--- config.mk ---
export PLATFORM = sky130hd
export DESIGN_NAME = demux_1in_2out_buf_flat
export DESIGN_NICKNAME = d
export VERILOG_FILES = /design/src/rtl/demux_1in_2out_buf_if.sv /design/src/rtl/demux_1in_2out_buf.sv /design/src/flat_wrapper.sv
export SDC_FILE = /design/constraint.sdc
export NUM_CORES = 1
export LEC_CHECK = 0
export ABC_AREA = 1
export BUFFER_PORTS_ARGS = -buffer_cell sky130_fd_sc_hd__buf_2
export CAP_MARGIN = 20
export CORE_MARGIN = 2
export CORE_UTILIZATION = 54
export CTS_CLUSTER_DIAMETER = 50
export DETAILED_ROUTE_END_ITERATION = 8
export PLACE_DENSITY = 0.79
export SYNTH_ARGS = -nofsm -noshare
export SYNTH_HDL_FRONTEND = slang
export SYNTH_SLANG_ARGS = --single-unit
--- constraint.sdc ---
create_clock -name clk -period 2.06 [get_ports clk]
set_input_delay 0.206 -clock clk [delete_from_list [all_inputs] [get_ports clk]]
set_output_delay 0.206 -clock clk [all_outputs]
set_load 0.05 [all_outputs]
--- src/rtl/demux_1in_2out_buf_if.sv ---
// Bundle of the producer-side and the two consumer-side handshakes of demux_1in_2out_buf.
// A word moves across a port on a rising edge where both its valid and its ready are high.
// A producer that raises valid keeps its data stable until the word is accepted.
interface demux_1in_2out_buf_if #(parameter int DB = 16);
  logic [DB-1:0] Entrada;
  logic          Sel;
  logic          ValidIn;
  logic          ReadyIn;
  logic [DB-1:0] SalidaA;
  logic          ValidA;
  logic          ReadyA;
  logic [DB-1:0] SalidaB;
  logic          ValidB;
  logic          ReadyB;
  logic [7:0]    CuentaA;
  logic [7:0]    CuentaB;
  // FIFO occupancies, exposed for observation
  logic [1:0]    occ_a;
  logic [1:0]    occ_b;

  modport slave (
    input  Entrada, Sel, ValidIn, ReadyA, ReadyB,
    output ReadyIn, SalidaA, ValidA, SalidaB, ValidB, CuentaA, CuentaB, occ_a, occ_b
  );

  modport master (
    output Entrada, Sel, ValidIn, ReadyA, ReadyB,
    input  ReadyIn, SalidaA, ValidA, SalidaB, ValidB, CuentaA, CuentaB, occ_a, occ_b
  );
endinterface

--- src/rtl/demux_1in_2out_buf.sv ---
// 1-to-2 demultiplexer with an independent 2-entry FIFO and a saturating delivery counter per port.
// Index 0 of every per-port array is port A (Sel=1), index 1 is port B (Sel=0).
module demux_1in_2out_buf #(
  parameter int DB = 16
) (
  input logic                 clk,
  input logic                 reset,
  demux_1in_2out_buf_if.slave bus
);

  logic [DB-1:0] mem [2][2];
  logic [1:0]    occ [2];
  logic          wp  [2];
  logic          rp  [2];
  logic [7:0]    cnt [2];

  logic [1:0] full;
  logic [1:0] valid;
  logic [1:0] push;
  logic [1:0] pop;
  logic [1:0] ready_out;

  assign full      = {occ[1] == 2'd2, occ[0] == 2'd2};
  assign valid     = {occ[1] != 2'd0, occ[0] != 2'd0};
  assign ready_out = {bus.ReadyB, bus.ReadyA};

  // Acceptance depends only on the selected FIFO's fullness, never on the consumers.
  assign bus.ReadyIn = bus.Sel ? ~full[0] : ~full[1];

  assign push = {bus.ValidIn & ~bus.Sel & ~full[1],
                 bus.ValidIn &  bus.Sel & ~full[0]};
  assign pop  = valid & ready_out;

  always_ff @(posedge clk) begin
    if (reset) begin
      for (int i = 0; i < 2; i++) begin
        occ[i] <= 2'd0;
        wp[i]  <= 1'b0;
        rp[i]  <= 1'b0;
        cnt[i] <= 8'd0;
      end
    end else begin
      for (int i = 0; i < 2; i++) begin
        if (push[i]) begin
          mem[i][wp[i]] <= bus.Entrada;
          wp[i]         <= ~wp[i];
        end
        if (pop[i]) begin
          rp[i] <= ~rp[i];
          if (cnt[i] != 8'd255) cnt[i] <= cnt[i] + 8'd1;
        end
        occ[i] <= occ[i] + {1'b0, push[i]} - {1'b0, pop[i]};
      end
    end
  end

  assign bus.ValidA  = valid[0];
  assign bus.ValidB  = valid[1];
  assign bus.SalidaA = valid[0] ? mem[0][rp[0]] : '0;
  assign bus.SalidaB = valid[1] ? mem[1][rp[1]] : '0;
  assign bus.CuentaA = cnt[0];
  assign bus.CuentaB = cnt[1];
  assign bus.occ_a   = occ[0];
  assign bus.occ_b   = occ[1];

endmodule
--- src/flat_wrapper.sv ---
// flat-port wrapper written by rule: the top's interface ports become plain ports
module demux_1in_2out_buf_flat 
#(
  parameter int DB = 16
)
  (clk, reset, bus_Entrada, bus_Sel, bus_ValidIn, bus_ReadyA, bus_ReadyB, bus_ReadyIn, bus_SalidaA, bus_ValidA, bus_SalidaB, bus_ValidB, bus_CuentaA, bus_CuentaB, bus_occ_a, bus_occ_b);
  demux_1in_2out_buf_if #(.DB(DB)) bus_i ();
  input logic clk;
  input logic reset;
  input wire logic [$bits(bus_i.Entrada)-1:0] bus_Entrada;
  input wire logic [$bits(bus_i.Sel)-1:0] bus_Sel;
  input wire logic [$bits(bus_i.ValidIn)-1:0] bus_ValidIn;
  input wire logic [$bits(bus_i.ReadyA)-1:0] bus_ReadyA;
  input wire logic [$bits(bus_i.ReadyB)-1:0] bus_ReadyB;
  output wire logic [$bits(bus_i.ReadyIn)-1:0] bus_ReadyIn;
  output wire logic [$bits(bus_i.SalidaA)-1:0] bus_SalidaA;
  output wire logic [$bits(bus_i.ValidA)-1:0] bus_ValidA;
  output wire logic [$bits(bus_i.SalidaB)-1:0] bus_SalidaB;
  output wire logic [$bits(bus_i.ValidB)-1:0] bus_ValidB;
  output wire logic [$bits(bus_i.CuentaA)-1:0] bus_CuentaA;
  output wire logic [$bits(bus_i.CuentaB)-1:0] bus_CuentaB;
  output wire logic [$bits(bus_i.occ_a)-1:0] bus_occ_a;
  output wire logic [$bits(bus_i.occ_b)-1:0] bus_occ_b;
  assign bus_i.Entrada = bus_Entrada;
  assign bus_i.Sel = bus_Sel;
  assign bus_i.ValidIn = bus_ValidIn;
  assign bus_i.ReadyA = bus_ReadyA;
  assign bus_i.ReadyB = bus_ReadyB;
  assign bus_ReadyIn = bus_i.ReadyIn;
  assign bus_SalidaA = bus_i.SalidaA;
  assign bus_ValidA = bus_i.ValidA;
  assign bus_SalidaB = bus_i.SalidaB;
  assign bus_ValidB = bus_i.ValidB;
  assign bus_CuentaA = bus_i.CuentaA;
  assign bus_CuentaB = bus_i.CuentaB;
  assign bus_occ_a = bus_i.occ_a;
  assign bus_occ_b = bus_i.occ_b;
  demux_1in_2out_buf #(.DB(DB)) u_core (.clk(clk), .reset(reset), .bus(bus_i));
endmodule
# --- Word-level counts from Yosys, hierarchy flattened ---
# Memory sizes are Yosys's and may differ from the RTL's.
# Cells that the tools add are included.
totals:
  ff_bits: 0
  output_inout_bits: 55
  inputBits: 22
  wordCells: 99
  ram_bits: 88
  mem_count: 5
op_classes:
  muxes: 49
  reduce_logical: 5
  bitwise: 24
  n_lt_le_gt_ge: 6
  addsub: 6
  n_eq_ne: 4
mem_list:
  columns: ["name", "depth", "width", "read_ports", "rd_clocked_by_memory_dff", "write_ports", "line_no", "source"]
  rows:
  - ["u_core.mem", 2, 32, 2, 0, 1, "demux_1in_2out_buf.sv:11", "logic [DB-1:0] mem [2][2];"]
  - ["u_core.cnt", 2, 8, 2, 0, 2, "demux_1in_2out_buf.sv:15", "logic [7:0] cnt [2];"]
  - ["u_core.occ", 2, 2, 2, 0, 2, "demux_1in_2out_buf.sv:12", "logic [1:0] occ [2];"]
  - ["u_core.rp", 2, 1, 2, 0, 2, "demux_1in_2out_buf.sv:14", "logic rp [2];"]
  - ["u_core.wp", 2, 1, 2, 0, 2, "demux_1in_2out_buf.sv:13", "logic wp [2];"]
op_table:
  columns: ["operator", "count"]
  rows:
  - ["2-to-1 mux 16 bit", 10]
  - ["2-to-1 mux 32 bit", 4]
  - ["demux 16 bit (select 1 bit)", 2]
  - ["OR reduction 32 bit", 1]
  - ["2-to-1 mux 1 bit", 29]
  - ["adder 8 x 1 -> 8 bit, second input constant", 2]
  - ["2-to-1 mux 8 bit", 2]
  - ["!= test 8 bit, second input constant", 2]
  - ["greater-or-equal comparator 2 bit, second input constant", 4]
  - ["inverter 1 -> 2 bit", 4]
  - ["OR 1 bit", 8]
  - ["inverter 1 bit", 7]
  - ["adder 2 x 1 -> 2 bit", 2]
  - ["AND 1 bit", 4]
  - ["== test 2 bit, second input constant", 2]
  - ["< comparator 2 x 1 -> 1 bit, second input constant", 2]
  - ["2-to-1 mux 2 bit", 2]
  - ["nonzero test 2 bit", 2]
  - ["subtractor 2 x 1 -> 2 bit", 2]
  - ["AND 2 bit", 1]
  - ["logical AND 1 bit", 2]

# --- Longest topological paths before layout ---
# Gate-level depths: netlist (run 1).
depth:
  ltp_word: 8
  depth_mapped: 9
  depth_no_buf: 9

# --- Least setup slack after synthesis (run 1) ---
# Ideal clock, no wire load.
synth_path:
  path_type: "flip-flop to flip-flop"
  start: "memory u_core.occ[0][0]"
  end: "memory u_core.mem[0][0] (netlist name), enable pin"
  setup_ns: 0.389
  setup_slack_ns: -0.106
  path_buffers: 0
  required_ns: 1.671
  period_less_slack_ns: 2.166
  arrival_ns: 1.777
  path_stages_with_launch: 5
  cell_sequence: "dfxtp_1 -> inv_1 -> nand2_1 -> nand4_1 -> nor2_1"
synth_rtl:
  columns: ["item", "line_no"]
  rows:
  - ["start, declared", "demux_1in_2out_buf.sv:12"]
  - ["end, declared", "demux_1in_2out_buf.sv:11"]

==> reports/results.txt, run 1 <==
Outcome -> complete, no violations
Library cell occupying the most area in the post-synthesis netlist -> sky130_fd_sc_hd__edfxtp_1
Via count of the routed design -> 2712
Clk buf depth -> 2
Minimum period implied by the final worst setup slack -> 1.859 ns
CTS Root Buffer Type -> sky130_fd_sc_hd__clkbuf_8
Top post-synthesis cells by area -> sky130_fd_sc_hd__edfxtp_1 (67%), sky130_fd_sc_hd__nand2_1 (10%), sky130_fd_sc_hd__a21oi_1 (6.5%), sky130_fd_sc_hd__inv_1 (2.3%), sky130_fd_sc_hd__dfxtp_1 (2.1%)
Setup violators final -> 0
Pin count of the biggest net entering global routing -> 19
Top layer used by detailed routing -> met4
Clock transition time at the flip-flop clock pins of the worst setup and hold paths -> 0.10 ns
Post-synth EDFFs -> 84
Worst-margin pin slew -> 0.5503 ns
Worst clock skew -> 0.01765 ns
DRT met1 WL -> 3445 um
Number of cells in the finished layout apart from fillers -> 526
CTS tree -> yes
Number of fill cells -> 508
Std-Cell Core Area -> 6794 um2
Layout cells sized above 1 -> 31.63%
Sequential cell fraction of total power -> 35.3%
DP Cell Count -> 510
Critical Path RT -> 1.85 ns
Number of iterations in the first detailed-routing pass -> 4
Synth-to-Final Area Change -> 21.38%
Post-layout net count -> 451
Total of buffers placed on input and output ports -> 76
Cell area power density -> 1464 nW/um2
Element type at the critical path end -> output pin
Maximum vdd drop -> 617.7 uV
Worst max-slew margin expressed relative to the limit -> 63.22%
Syn Nets -> 363
Fin. max-slew vios -> 0
Global-route total usage across every layer -> 21.66%
Portion of the post-synthesis area used by sequential elements -> 68.62%
Leakage Power -> 1.875 nW
Share of synthesized registers carrying an async set or reset -> 0%
Met3 routed WL -> 452 um
Final wirelength -> 7915 um
Total global routing overflow -> 0
Sink Count -> 88
RSZ-0062 raised after global routing -> no
Per-cell via count in the routed design -> 5.156
Max_cap viols -> 0
Number of distinct library cells after synthesis -> 26
Classification of the worst-slack hold path -> in -> reg
Global-route wire length before repair -> 12340 um
Synthesized cell area -> 3792 um2
Warnings from Yosys -> 0
Flip-flop cell with the highest count after synthesis -> sky130_fd_sc_hd__edfxtp_1
Final weighted congestion in routability-driven placement -> 0.7973
Area of the die -> 7709 um2
Critical-path maximum fanout -> 13
Post-route clock period utilization -> 90.25%
CTS H-tree depth -> 3
Starting Density -> 55.82%
Post-Syn Area per Cell -> 11.25 um2
Clock network fraction of total power -> 17.8%
Number of routed nets with antenna violations -> 0
Routed length on met2 -> 3870 um
Via count of the first global-routing pass -> 2529
Number of antenna violations at the first check in global routing -> 0
Number of remaining DRC errors -> 0
Height of the chip -> 87.80 um
Max Clk Rate -> 537.9 MHz
IO Count -> 77
Cell row count -> 30
Number of CTS-inserted buffers -> 9
Int Power -> 3.448 mW
Synth top area share -> 66.51%
DRC marker count from the first detailed-route iteration -> 214
Clk_lat worst skew -> 0.36 ns
# hold bufs at CTS -> 0
Worst EP arrival -> 1.65 ns
Sw frac -> 48.82%
Combinational power share -> 46.9%
Power dissipated by switching net loads -> 3.290 mW
Post-route total power -> 6.738 mW
Gate Count Post-Synth -> 337
Startpoint Class -> flip-flop
Accumulated negative setup slack -> 0 ns
Dominant cell by count in the synthesized netlist -> sky130_fd_sc_hd__nand2_1
Final Hold Violating Endpoints -> 0
Post-synthesis register bit count -> 88
Diodes inserted -> 0
Type of the worst setup path -> reg -> out
Die width -> 87.80 um
Placed wire-length estimate -> 5338 um
List of most frequent post-synthesis cells -> sky130_fd_sc_hd__nand2_1 (101), sky130_fd_sc_hd__edfxtp_1 (84), sky130_fd_sc_hd__a21oi_1 (49)
Average wire per standard cell -> 15.05 um
==> power groups by stage <==
stage               logic, mW  clock network (mW)  registers (mW)
finish                   3.16                1.20            2.38
global route             3.37                1.29            2.41
CTS                      3.18                1.21            2.38
detailed placement       3.17                   0            2.41
global placement         3.12                   0            2.40
floorplan                2.07                   0            2.76
==> worst max-delay path, stage by stage, from the launching register on <==
cell and delay, ns:
sky130_fd_sc_hd__edfxtp_1 0.39, sky130_fd_sc_hd__inv_1 0.13, sky130_fd_sc_hd__buf_4 0.23, sky130_fd_sc_hd__nand2_1 0.10, sky130_fd_sc_hd__a21oi_1 0.16, sky130_fd_sc_hd__buf_2 0.29
==> placed cells by master (no fill, tap or decap), types with 2 or more instances in the layout <==
cell                         count
sky130_fd_sc_hd__nor2_1         18
sky130_fd_sc_hd__a21boi_0        2
sky130_fd_sc_hd__buf_2          76
sky130_fd_sc_hd__buf_4          12
sky130_fd_sc_hd__edfxtp_1       84
sky130_fd_sc_hd__nand3_1         9
sky130_fd_sc_hd__nor2_4          3
sky130_fd_sc_hd__nand4_1         2
sky130_fd_sc_hd__xor2_1          6
sky130_fd_sc_hd__dfxtp_1         3
sky130_fd_sc_hd__clkinvlp_4      2
sky130_fd_sc_hd__a21oi_2        19
sky130_fd_sc_hd__nand2_1       101
sky130_fd_sc_hd__o21ai_0         5
sky130_fd_sc_hd__xnor2_1         4
sky130_fd_sc_hd__inv_6           3
sky130_fd_sc_hd__a21oi_1        30
sky130_fd_sc_hd__inv_1          22
sky130_fd_sc_hd__nand2_2         2
sky130_fd_sc_hd__clkbuf_8        9
sky130_fd_sc_hd__ha_1            4
sky130_fd_sc_hd__nor2_2          3
sky130_fd_sc_hd__inv_2           2
==> flip-flops by register name, indices dropped and copies added (netlist names) <==
register    cells
u_core.mem     64
u_core.occ      4
u_core.cnt     16
u_core.rp       2
u_core.wp       2
==> layout make-up <==
class	instances	area, um2	share of cell area [%]
Sequential cell	88	2604	56.56
Multi-Input combinational cell	214	1119	24.30
Timing Repair Buffer	88	470.5	10.22
Clock buffer	9	123.9	2.691
Tap cell	96	120.1	2.609
Inverter	24	90.09	1.957
Clock inverter	7	76.32	1.658
==> through the flow <==
stage	setup WS, ns	hold WS [ns]	util [%]	area (um2)
3_3_place_gp	0.3118	0.4183	64.73	4398
3_5_place_dp	0.2765	0.4291	64.73	4398
2_1_floorplan	0.06227	0.2698	-	3870
4_1_cts	0.1070	0.04739	67.75	4603
5_1_grt	0.07610	0.04533	67.75	4603
6_report	0.2007	0.05449	67.75	4603
==> metal layers <==
metal,global-route usage [%],vias to the layer above
met2,35.12,94
met4,10.21,0
met3,4.713,14
met1,28.02,1281
met5,0,-
li1,-,1323
==> cell families after synthesis <==
kind of cell | count (synthesis) | synth area share, %
AO/OA/AOI/OAI | 59 | 8.083
XOR/XNOR | 10 | 2.309
adder cells (fa/ha/maj) | 4 | 1.320
buffers and inverters | 35 | 4.091
flip-flops | 88 | 68.62
AND/OR/NAND/NOR | 141 | 15.57
==> final timing paths <==
check	start	end	slack, ns	cells past startpoint
setup / recovery	u_core.rp[0][0]	bus_SalidaA[1]	0.20	5
hold / removal	reset	u_core.occ[0][0]	0.05	2
setup reg to reg	u_core.occ[0][3]	u_core.occ[0][3]	0.23	8
hold reg to reg	u_core.wp[0][1]	u_core.wp[0][1]	0.60	1
==> what timing repair did <==
item / in CTS / in global routing
pin swaps: 0 / 0
buffers inserted: 0 / 0
gates resized for setup: 1 / 1
endpoints found under the setup margin: 6 / 1
Note: power is estimated with default switching activity, not from simulation.
==> inputs of run 2 (changes only) <==
--- a/config.mk
+++ b/config.mk
@@ -5,7 +5,6 @@
 export SDC_FILE = /design/constraint.sdc
 export NUM_CORES = 1
 export LEC_CHECK = 0
-export ABC_AREA = 1
 export BUFFER_PORTS_ARGS = -buffer_cell sky130_fd_sc_hd__buf_2
 export CAP_MARGIN = 20
 export CORE_MARGIN = 2
==> run 2 against run 1 <==
Effect of this change: sequential power decreased by 2%; synthesized cell count is 23% lower; combinational power decreased by 21%; count of clock-buffer cells in the layout is the same; via count decreased by 13%; register-to-register slack worse by 0.07 ns; non-clock buffer count decreased by 3; final cell count down 18%.
==> reports/results.txt, run 2 <==
Total of buffers placed on input and output ports -> 76 (unchanged)
Power dissipated by switching net loads -> 2.692 mW (-18%)
Flip-flop cell with the highest count after synthesis -> sky130_fd_sc_hd__edfxtp_1
DRC marker count from the first detailed-route iteration -> 104 (-51%)
Number of routed nets with antenna violations -> 0 (unchanged)
Sequential cell fraction of total power -> 37.9% (+2.6 points)
Commonest non-fill, non-tap cell in the layout -> sky130_fd_sc_hd__edfxtp_1
Post-route clock period utilization -> 95.16% (+4.9 points)
Clock transition time at the flip-flop clock pins of the worst setup and hold paths -> 0.09 ns (about the same)
Library cell occupying the most area in the post-synthesis netlist -> sky130_fd_sc_hd__edfxtp_1
Critical-path maximum fanout -> 11 (-2)
Std-Cell Core Area -> 6719 um2 (-1.1%)
Portion of the post-synthesis area used by sequential elements -> 69.94% (+1.3 points)
Average wire per standard cell -> 16.95 um (+13%)
CTS H-tree depth -> 3 (unchanged)
Max_cap viols -> 0 (unchanged)
Maximum vdd drop -> 548.2 uV (-11%)
Synth top area share -> 67.79% (+1.3 points)
Number of CTS-inserted buffers -> 9 (unchanged)
Accumulated negative setup slack -> 0 ns (unchanged)
Gate Count Post-Synth -> 260 (-23%)
Diodes inserted -> 0 (unchanged)
Register-to-register setup slack -> 0.16 ns (-0.07 ns)
RSZ-0062 raised after global routing -> no
Final weighted congestion in routability-driven placement -> 0.7476 (-6.2%)
Beginning of the worst hold path -> bus_Entrada[4]
Pin count of the biggest net entering global routing -> 22 (+3)
Post-synthesis register bit count -> 88 (unchanged)
Design area -> 4498 um2 (-2.3%)
Worst max-slew margin expressed relative to the limit -> 53.12% (-10 points)
Clk_lat worst skew -> 0.35 ns (about the same)
Number of iterations in the first detailed-routing pass -> 4 (unchanged)
Starting Density -> 55.38% (-0.44 points)
Global-route wire length before repair -> 10950 um (-11%)
Via count of the first global-routing pass -> 2308 (-8.7%)
Clock network fraction of total power -> 21.2% (+3.4 points)
Dominant cell by count in the synthesized netlist -> sky130_fd_sc_hd__edfxtp_1
Via count of the routed design -> 2355 (-13%)
Top post-synthesis cells by area -> sky130_fd_sc_hd__edfxtp_1 (68%), sky130_fd_sc_hd__mux2i_1 (8.6%), sky130_fd_sc_hd__nor2_1 (5.2%), sky130_fd_sc_hd__dfxtp_1 (2.2%), sky130_fd_sc_hd__xor2_1 (2.1%)
Per-cell via count in the routed design -> 5.464 (+6.0%)
Cell area power density -> 1365 nW/um2 (-6.7%)
Warnings from Yosys -> 0 (unchanged)
Worst-margin pin slew -> 0.7018 ns (+0.1515 ns)
Number of cells on the worst reg-to-reg path -> 4 (-4)
Area of the die -> 7571 um2 (-1.8%)
Final Hold Violating Endpoints -> 0 (unchanged)
Worst clock skew -> 0.01094 ns (-0.006703 ns)
Type of the worst setup path -> reg -> out
Syn Nets -> 286 (-21%)
Min-Delay Path Depth -> 1 (-1)
Layout Utilization -> 66.95% (-0.81 points)
Final wirelength -> 7305 um (-7.7%)
CTS tree -> yes
Max Clk Rate -> 510.1 MHz (-5.2%)
Number of remaining DRC errors -> 0 (unchanged)
CTS Root Buffer Type -> sky130_fd_sc_hd__clkbuf_8
Classification of the worst-slack hold path -> in -> reg
Total global routing overflow -> 0 (unchanged)
Post-Syn Area per Cell -> 14.31 um2 (+27%)
Minimum period implied by the final worst setup slack -> 1.960 ns (+0.1010 ns)
Int Power -> 3.450 mW (about the same)
Synth-to-Final Area Change -> 20.88%
Sw frac -> 43.83% (-5.0 points)
Element type at the critical path end -> output pin
Post-layout net count -> 373 (-17%)
Cell row count -> 30 (unchanged)
List of most frequent post-synthesis cells -> sky130_fd_sc_hd__edfxtp_1 (84), sky130_fd_sc_hd__nor2_1 (52), sky130_fd_sc_hd__mux2i_1 (32)
Crit Reg-Reg Endpoint -> u_core.cnt[0][14]
Share of synthesized registers carrying an async set or reset -> 0% (unchanged)
Number of fill cells -> 491 (-3.3%)
Highest-count cells in the layout ignoring fill and taps -> sky130_fd_sc_hd__edfxtp_1 (84), sky130_fd_sc_hd__buf_2 (76), sky130_fd_sc_hd__nor2_1 (51)
Die width -> 87.01 um (-0.90%)
Post-synth EDFFs -> 84 (unchanged)
Number of distinct library cells after synthesis -> 34 (+31%)
Worst min-delay path endpoint -> u_core.mem[0][4]
Layout cells sized above 1 -> 31.91% (+0.28 points)
IO Count -> 77 (unchanged)
Sink Count -> 88 (unchanged)
Placed wire-length estimate -> 4911 um (-8.0%)
Setup violators final -> 0 (unchanged)
Height of the chip -> 87.01 um (-0.90%)
Worst EP arrival -> 1.75 ns (+0.10 ns)
Startpoint Class -> flip-flop
Number of antenna violations at the first check in global routing -> 0 (unchanged)
Worst reg2reg startpoint -> u_core.cnt[0][8]
Outcome -> complete, no violations
Leakage Power -> 1.771 nW (-5.6%)
Global-route total usage across every layer -> 19.50% (-2.2 points)
Post-CTS setup buffer count -> 0 (unchanged)
Synthesized cell area -> 3721 um2 (-1.9%)
Critical Path RT -> 1.85 ns (about the same)
Combinational power share -> 40.9% (-6.0 points)
Area after detailed placement -> 4273 um2 (-2.8%)
DP Cell Count -> 416 (-18%)
Worst hold slack after final layout -> 0.05800 ns (+0.003504 ns)
Number of cells in the finished layout apart from fillers -> 431 (-18%)
Clk buf depth -> 2 (unchanged)
Number of flip-flops in the largest register -> 64 (unchanged)
Fin. max-slew vios -> 0 (unchanged)
-- run 2: cell count changes in the layout (fill, tap and decap cells not counted), sizes merged, moves of 4 or more --
cell / change
nand3: -4
nand2b: +7
nor3: +7
nor2: +28
a21oi: -48
inv: -23
nand2: -96
mux2i: +32
nor2b: +4
-- run 2: kinds of logic (layout without fill, tap and decap cells) --
group | after synthesis | after routing | synth area share (%)
AOI/OAI and AO/OA | 13 | 13 | 2.824
and+or+nand+nor | 96 | 96 | 12.14
buffers and inverters | 12 | 103 | 1.547
xor gates and xnor gates | 14 | 14 | 3.295
muxes | 33 | 33 | 8.911
adders and majority gates | 4 | 4 | 1.345
DFF | 88 | 88 | 69.94
-- run 2: worst max path at each step --
stage	startpoint	endpoint	slack, ns
after floorplan	u_core.occ[0][2]	bus_SalidaB[10]	0.02
after global placement	u_core.cnt[0][8]	u_core.cnt[0][15]	0.26
after detailed placement	u_core.cnt[0][8]	u_core.cnt[0][1]	0.08
after CTS	u_core.occ[0][1]	bus_SalidaA[6]	0.04
after global routing	u_core.rp[0][0]	bus_SalidaA[5]	0.02
final	u_core.rp[0][0]	bus_SalidaA[5]	0.1
-- run 2: layout make-up --
type,count,area [um2],area share [%]
flip-flops and latches,88,2604,57.89
repair buffers,85,447.9,9.958
well taps,80,100.1,2.225
multi-input cells,160,1117,24.84
clock buffers,9,123.9,2.754
clock inverters,6,93.84,2.086
inverters,3,11.26,0.2503
-- run 2: timing repair --
item,CTS,global route
setup endpoints to repair,0,11
resized for setup,0,2
hold buffers,0,0
-- run 2: stage by stage --
stage	total power, mW	setup slack [ns]
final	6.141	0.09975
after floorplan	4.262	0.01733
after detailed placement	4.887	0.08034
after global placement	4.838	0.2609
after global routing	6.374	0.01549
after CTS	6.165	0.04143
-- run 2: power by group through the flow --
stage	sequential, mW	clock, mW	combinational (mW)
4_1_cts	2.33	1.31	2.53
3_3_place_gp	2.36	0	2.48
5_1_grt	2.36	1.38	2.64
6_report	2.33	1.30	2.51
3_5_place_dp	2.37	0	2.52
2_1_floorplan	2.67	0	1.59
-- run 2: per-layer routing --
| layer | wire, um | share of wire, % | track usage (%) | vias up |
|---|---|---|---|---|
| li1 | - | - | - | 1127 |
| met1 | 3095 | 42 | 22.88 | 1166 |
| met2 | 3841 | 53 | 34.49 | 48 |
| met3 | 233 | 3.2 | 3.886 | 14 |
| met4 | 134 | 1.8 | 8.807 | 0 |
| met5 | 0 | 0 | 0 | - |
-- run 2: critical path: stages (launching register included) --
cell and delay (ns):
sky130_fd_sc_hd__edfxtp_1 0.56, sky130_fd_sc_hd__buf_4 0.32, sky130_fd_sc_hd__mux2i_1 0.26, sky130_fd_sc_hd__nor2_1 0.05, sky130_fd_sc_hd__buf_2 0.22
==> inputs of run 3 (changes only) <==
--- a/config.mk
+++ b/config.mk
@@ -8,10 +8,12 @@
 export BUFFER_PORTS_ARGS = -buffer_cell sky130_fd_sc_hd__buf_2
 export CAP_MARGIN = 20
 export CORE_MARGIN = 2
-export CORE_UTILIZATION = 54
+export CORE_UTILIZATION = 56
+export CTS_BUF_LIST = sky130_fd_sc_hd__clkbuf_2
 export CTS_CLUSTER_DIAMETER = 50
 export DETAILED_ROUTE_END_ITERATION = 8
-export PLACE_DENSITY = 0.79
+export PLACE_DENSITY = 0.81
+export SLEW_MARGIN = 20
 export SYNTH_ARGS = -nofsm -noshare
 export SYNTH_HDL_FRONTEND = slang
 export SYNTH_SLANG_ARGS = --single-unit
==> run 3 against run 2 <==
Effect of this change: flip-flop and latch count is the same; clock skew is 0.014 ns higher; clock power fell by 42%; global-route usage grew 1.6 points; largest power group unchanged.
==> reports/results.txt, run 3 (synthesis gave the netlist of run 2 again) <==
Sw frac -> 47.43% (+3.6 points)
Clk_lat worst skew -> 0.52 ns (+0.17 ns)
Crit-path cells -> buf_4 -> mux2i_1 -> nor2_1 -> buf_2
Clock transition time at the flip-flop clock pins of the worst setup and hold paths -> 0.23 ns (+0.14 ns)
Worst EP arrival -> 1.71 ns (-0.04 ns)
CTS H-tree depth -> 3 (unchanged)
Final Hold Violating Endpoints -> 0 (unchanged)
Clk buf depth -> 2 (unchanged)
Worst clock skew -> 0.02527 ns (+0.01432 ns)
Beginning of the worst hold path -> bus_ReadyA
Global-route wire length before repair -> 11530 um (+5.3%)
Number of remaining DRC errors -> 0 (unchanged)
Number of flip-flops in the largest register -> 64 (unchanged)
Pin count of the biggest net entering global routing -> 22 (unchanged)
IO Count -> 77 (unchanged)
Commonest non-fill, non-tap cell in the layout -> sky130_fd_sc_hd__edfxtp_1
Maximum vdd drop -> 909.7 uV (+66%)
Global-route total usage across every layer -> 21.13% (+1.6 points)
Power dissipated by switching net loads -> 2.666 mW (-0.95%)
Diodes inserted -> 0 (unchanged)
Number of fill cells -> 446 (-9.2%)
Area of the die -> 7313 um2 (-3.4%)
Leakage Power -> 1.804 nW (+1.9%)
Max Clk Rate -> 521.2 MHz (+2.2%)
Setup violators final -> 0 (unchanged)
Number of iterations in the first detailed-routing pass -> 4 (unchanged)
Worst hold slack after final layout -> 0.09183 ns (+0.03384 ns)
Max_cap viols -> 0 (unchanged)
Outcome -> complete, no violations
Startpoint Class -> flip-flop
Kind of cell with the highest combined delay on the critical path -> buffers and inverters
Crit path from -> u_core.rp[0][0]
DRC marker count from the first detailed-route iteration -> 160 (+54%)
Total global routing overflow -> 0 (unchanged)
Average wire per standard cell -> 16.47 um (-2.8%)
Element type at the critical path end -> output pin
Height of the chip -> 85.52 um (-1.7%)
Final wirelength -> 7411 um (+1.5%)
Area of the multi-input gates -> 1115 um2 (-0.22%)
Post-route clock period utilization -> 93.14% (-2.0 points)
Worst-margin pin slew -> 0.7323 ns (+0.03048 ns)
Layout cells sized above 1 -> 31.10% (-0.81 points)
Minimum period implied by the final worst setup slack -> 1.919 ns (-0.04164 ns)
Type of the worst setup path -> reg -> out
Number of CTS-inserted buffers -> 9 (unchanged)
Final weighted congestion in routability-driven placement -> 0.7896 (+5.6%)
Int Power -> 2.955 mW (-14%)
WP buf/inv -> 2 (unchanged)
Per-cell via count in the routed design -> 5.404 (-1.1%)
Critical path's slowest cell -> sky130_fd_sc_hd__edfxtp_1
Worst max-slew margin expressed relative to the limit -> 51.08% (-2.0 points)
Number of routed nets with antenna violations -> 0 (unchanged)
Synth-to-Final Area Change -> 22.70%
Worst reg2reg startpoint -> u_core.cnt[0][8]
Total of buffers placed on input and output ports -> 76 (unchanged)
Combinational power share -> 45.5% (+4.6 points)
Critical Path RT -> 1.85 ns (about the same)
CTS tree -> yes
Sequential cell fraction of total power -> 41.2% (+3.3 points)
Die width -> 85.52 um (-1.7%)
Classification of the worst-slack hold path -> in -> reg
Post-layout net count -> 394 (+5.6%)
Via count of the first global-routing pass -> 2375 (+2.9%)
Placed wire-length estimate -> 5014 um (+2.1%)
Cell area power density -> 1231 nW/um2 (-9.8%)
Highest-count cells in the layout ignoring fill and taps -> sky130_fd_sc_hd__edfxtp_1 (84), sky130_fd_sc_hd__buf_2 (76), sky130_fd_sc_hd__nor2_1 (52)
Number of antenna violations at the first check in global routing -> 0 (unchanged)
Starting Density -> 58.27% (+2.9 points)
Clock network fraction of total power -> 13.4% (-7.8 points)
Slowest stage delay, CP -> 0.44 ns (-0.12 ns)
Sequential standard cell area -> 2604 um2 (unchanged)
Critical-path maximum fanout -> 10 (-1)
Accumulated negative setup slack -> 0 ns (unchanged)
Cell row count -> 29 (-3.3%)
Std-Cell Core Area -> 6386 um2 (-5.0%)
RSZ-0062 raised after global routing -> no
Via count of the routed design -> 2432 (+3.3%)
Sink Count -> 88 (unchanged)
Fin. max-slew vios -> 0 (unchanged)
CTS Root Buffer Type -> sky130_fd_sc_hd__clkbuf_2
run 3: final timing paths:
check,to,slack [ns],depth (start not counted)
min reg2reg,u_core.cnt[0][0],0.67,1
min,u_core.occ[0][1],0.09,4
max reg2reg,u_core.cnt[0][15],0.14,4
max,bus_SalidaA[12],0.14,4
run 3: area by class of cell:
type | count | share of cell area [%]
well taps | 77 | 2.110
flip-flops and latches | 88 | 57.03
multi-input cells | 160 | 24.42
clock buffers | 10 | 1.096
clock inverters | 6 | 0.9592
inverters | 3 | 0.2466
repair buffers | 106 | 14.14
run 3: metrics by stage:
stage | power (mW) | instances | area, um2 | utilization, % | worst slack, ns
CTS | 5.656 | 450 | 4561 | 71.41 | 0.1073
global placement | 4.845 | 418 | 4307 | 67.44 | 0.2407
detailed placement | 4.899 | 418 | 4307 | 67.44 | 0.1406
finish | 5.621 | 450 | 4566 | 71.49 | 0.1414
global route | 5.868 | 450 | 4566 | 71.49 | 0.005043
floorplan | 4.262 | 260 | 3771 | - | 0.01733
run 3: worst reg2reg max path, stage by stage, from the launching register on:
cell                       delay [ns]
sky130_fd_sc_hd__edfxtp_1        0.50
sky130_fd_sc_hd__ha_1            0.26
sky130_fd_sc_hd__nand3_1         0.16
sky130_fd_sc_hd__nor3_2          0.08
sky130_fd_sc_hd__o21bai_1        0.59
run 3: power groups by stage:
stage	Combinational (mW)	Sequential (mW)	Clock [mW]
after floorplan	1.59	2.67	0
after global placement	2.51	2.34	0
after detailed placement	2.55	2.35	0
after CTS	2.57	2.31	0.770
after global routing	2.68	2.34	0.845
final	2.56	2.31	0.751
run 3: routing by layer:
| layer | vias to the layer above | part of all wire [%] | track usage [%] |
|---|---|---|---|
| met3 | 15 | 4.6 | 4.427 |
| met2 | 68 | 52 | 35.72 |
| li1 | 1170 | - | - |
| met5 | - | 0 | 0 |
| met1 | 1179 | 42 | 26.80 |
| met4 | 0 | 2.1 | 8.658 |
run 3: what timing repair did:
action | 4_1_cts | 5_1_grt
gates resized for setup | 0 | 1
buffers inserted | 0 | 0
hold buffers | 16 | 0
endpoints found under the hold margin | 64 | 0
endpoints found under the setup margin | 0 | 5
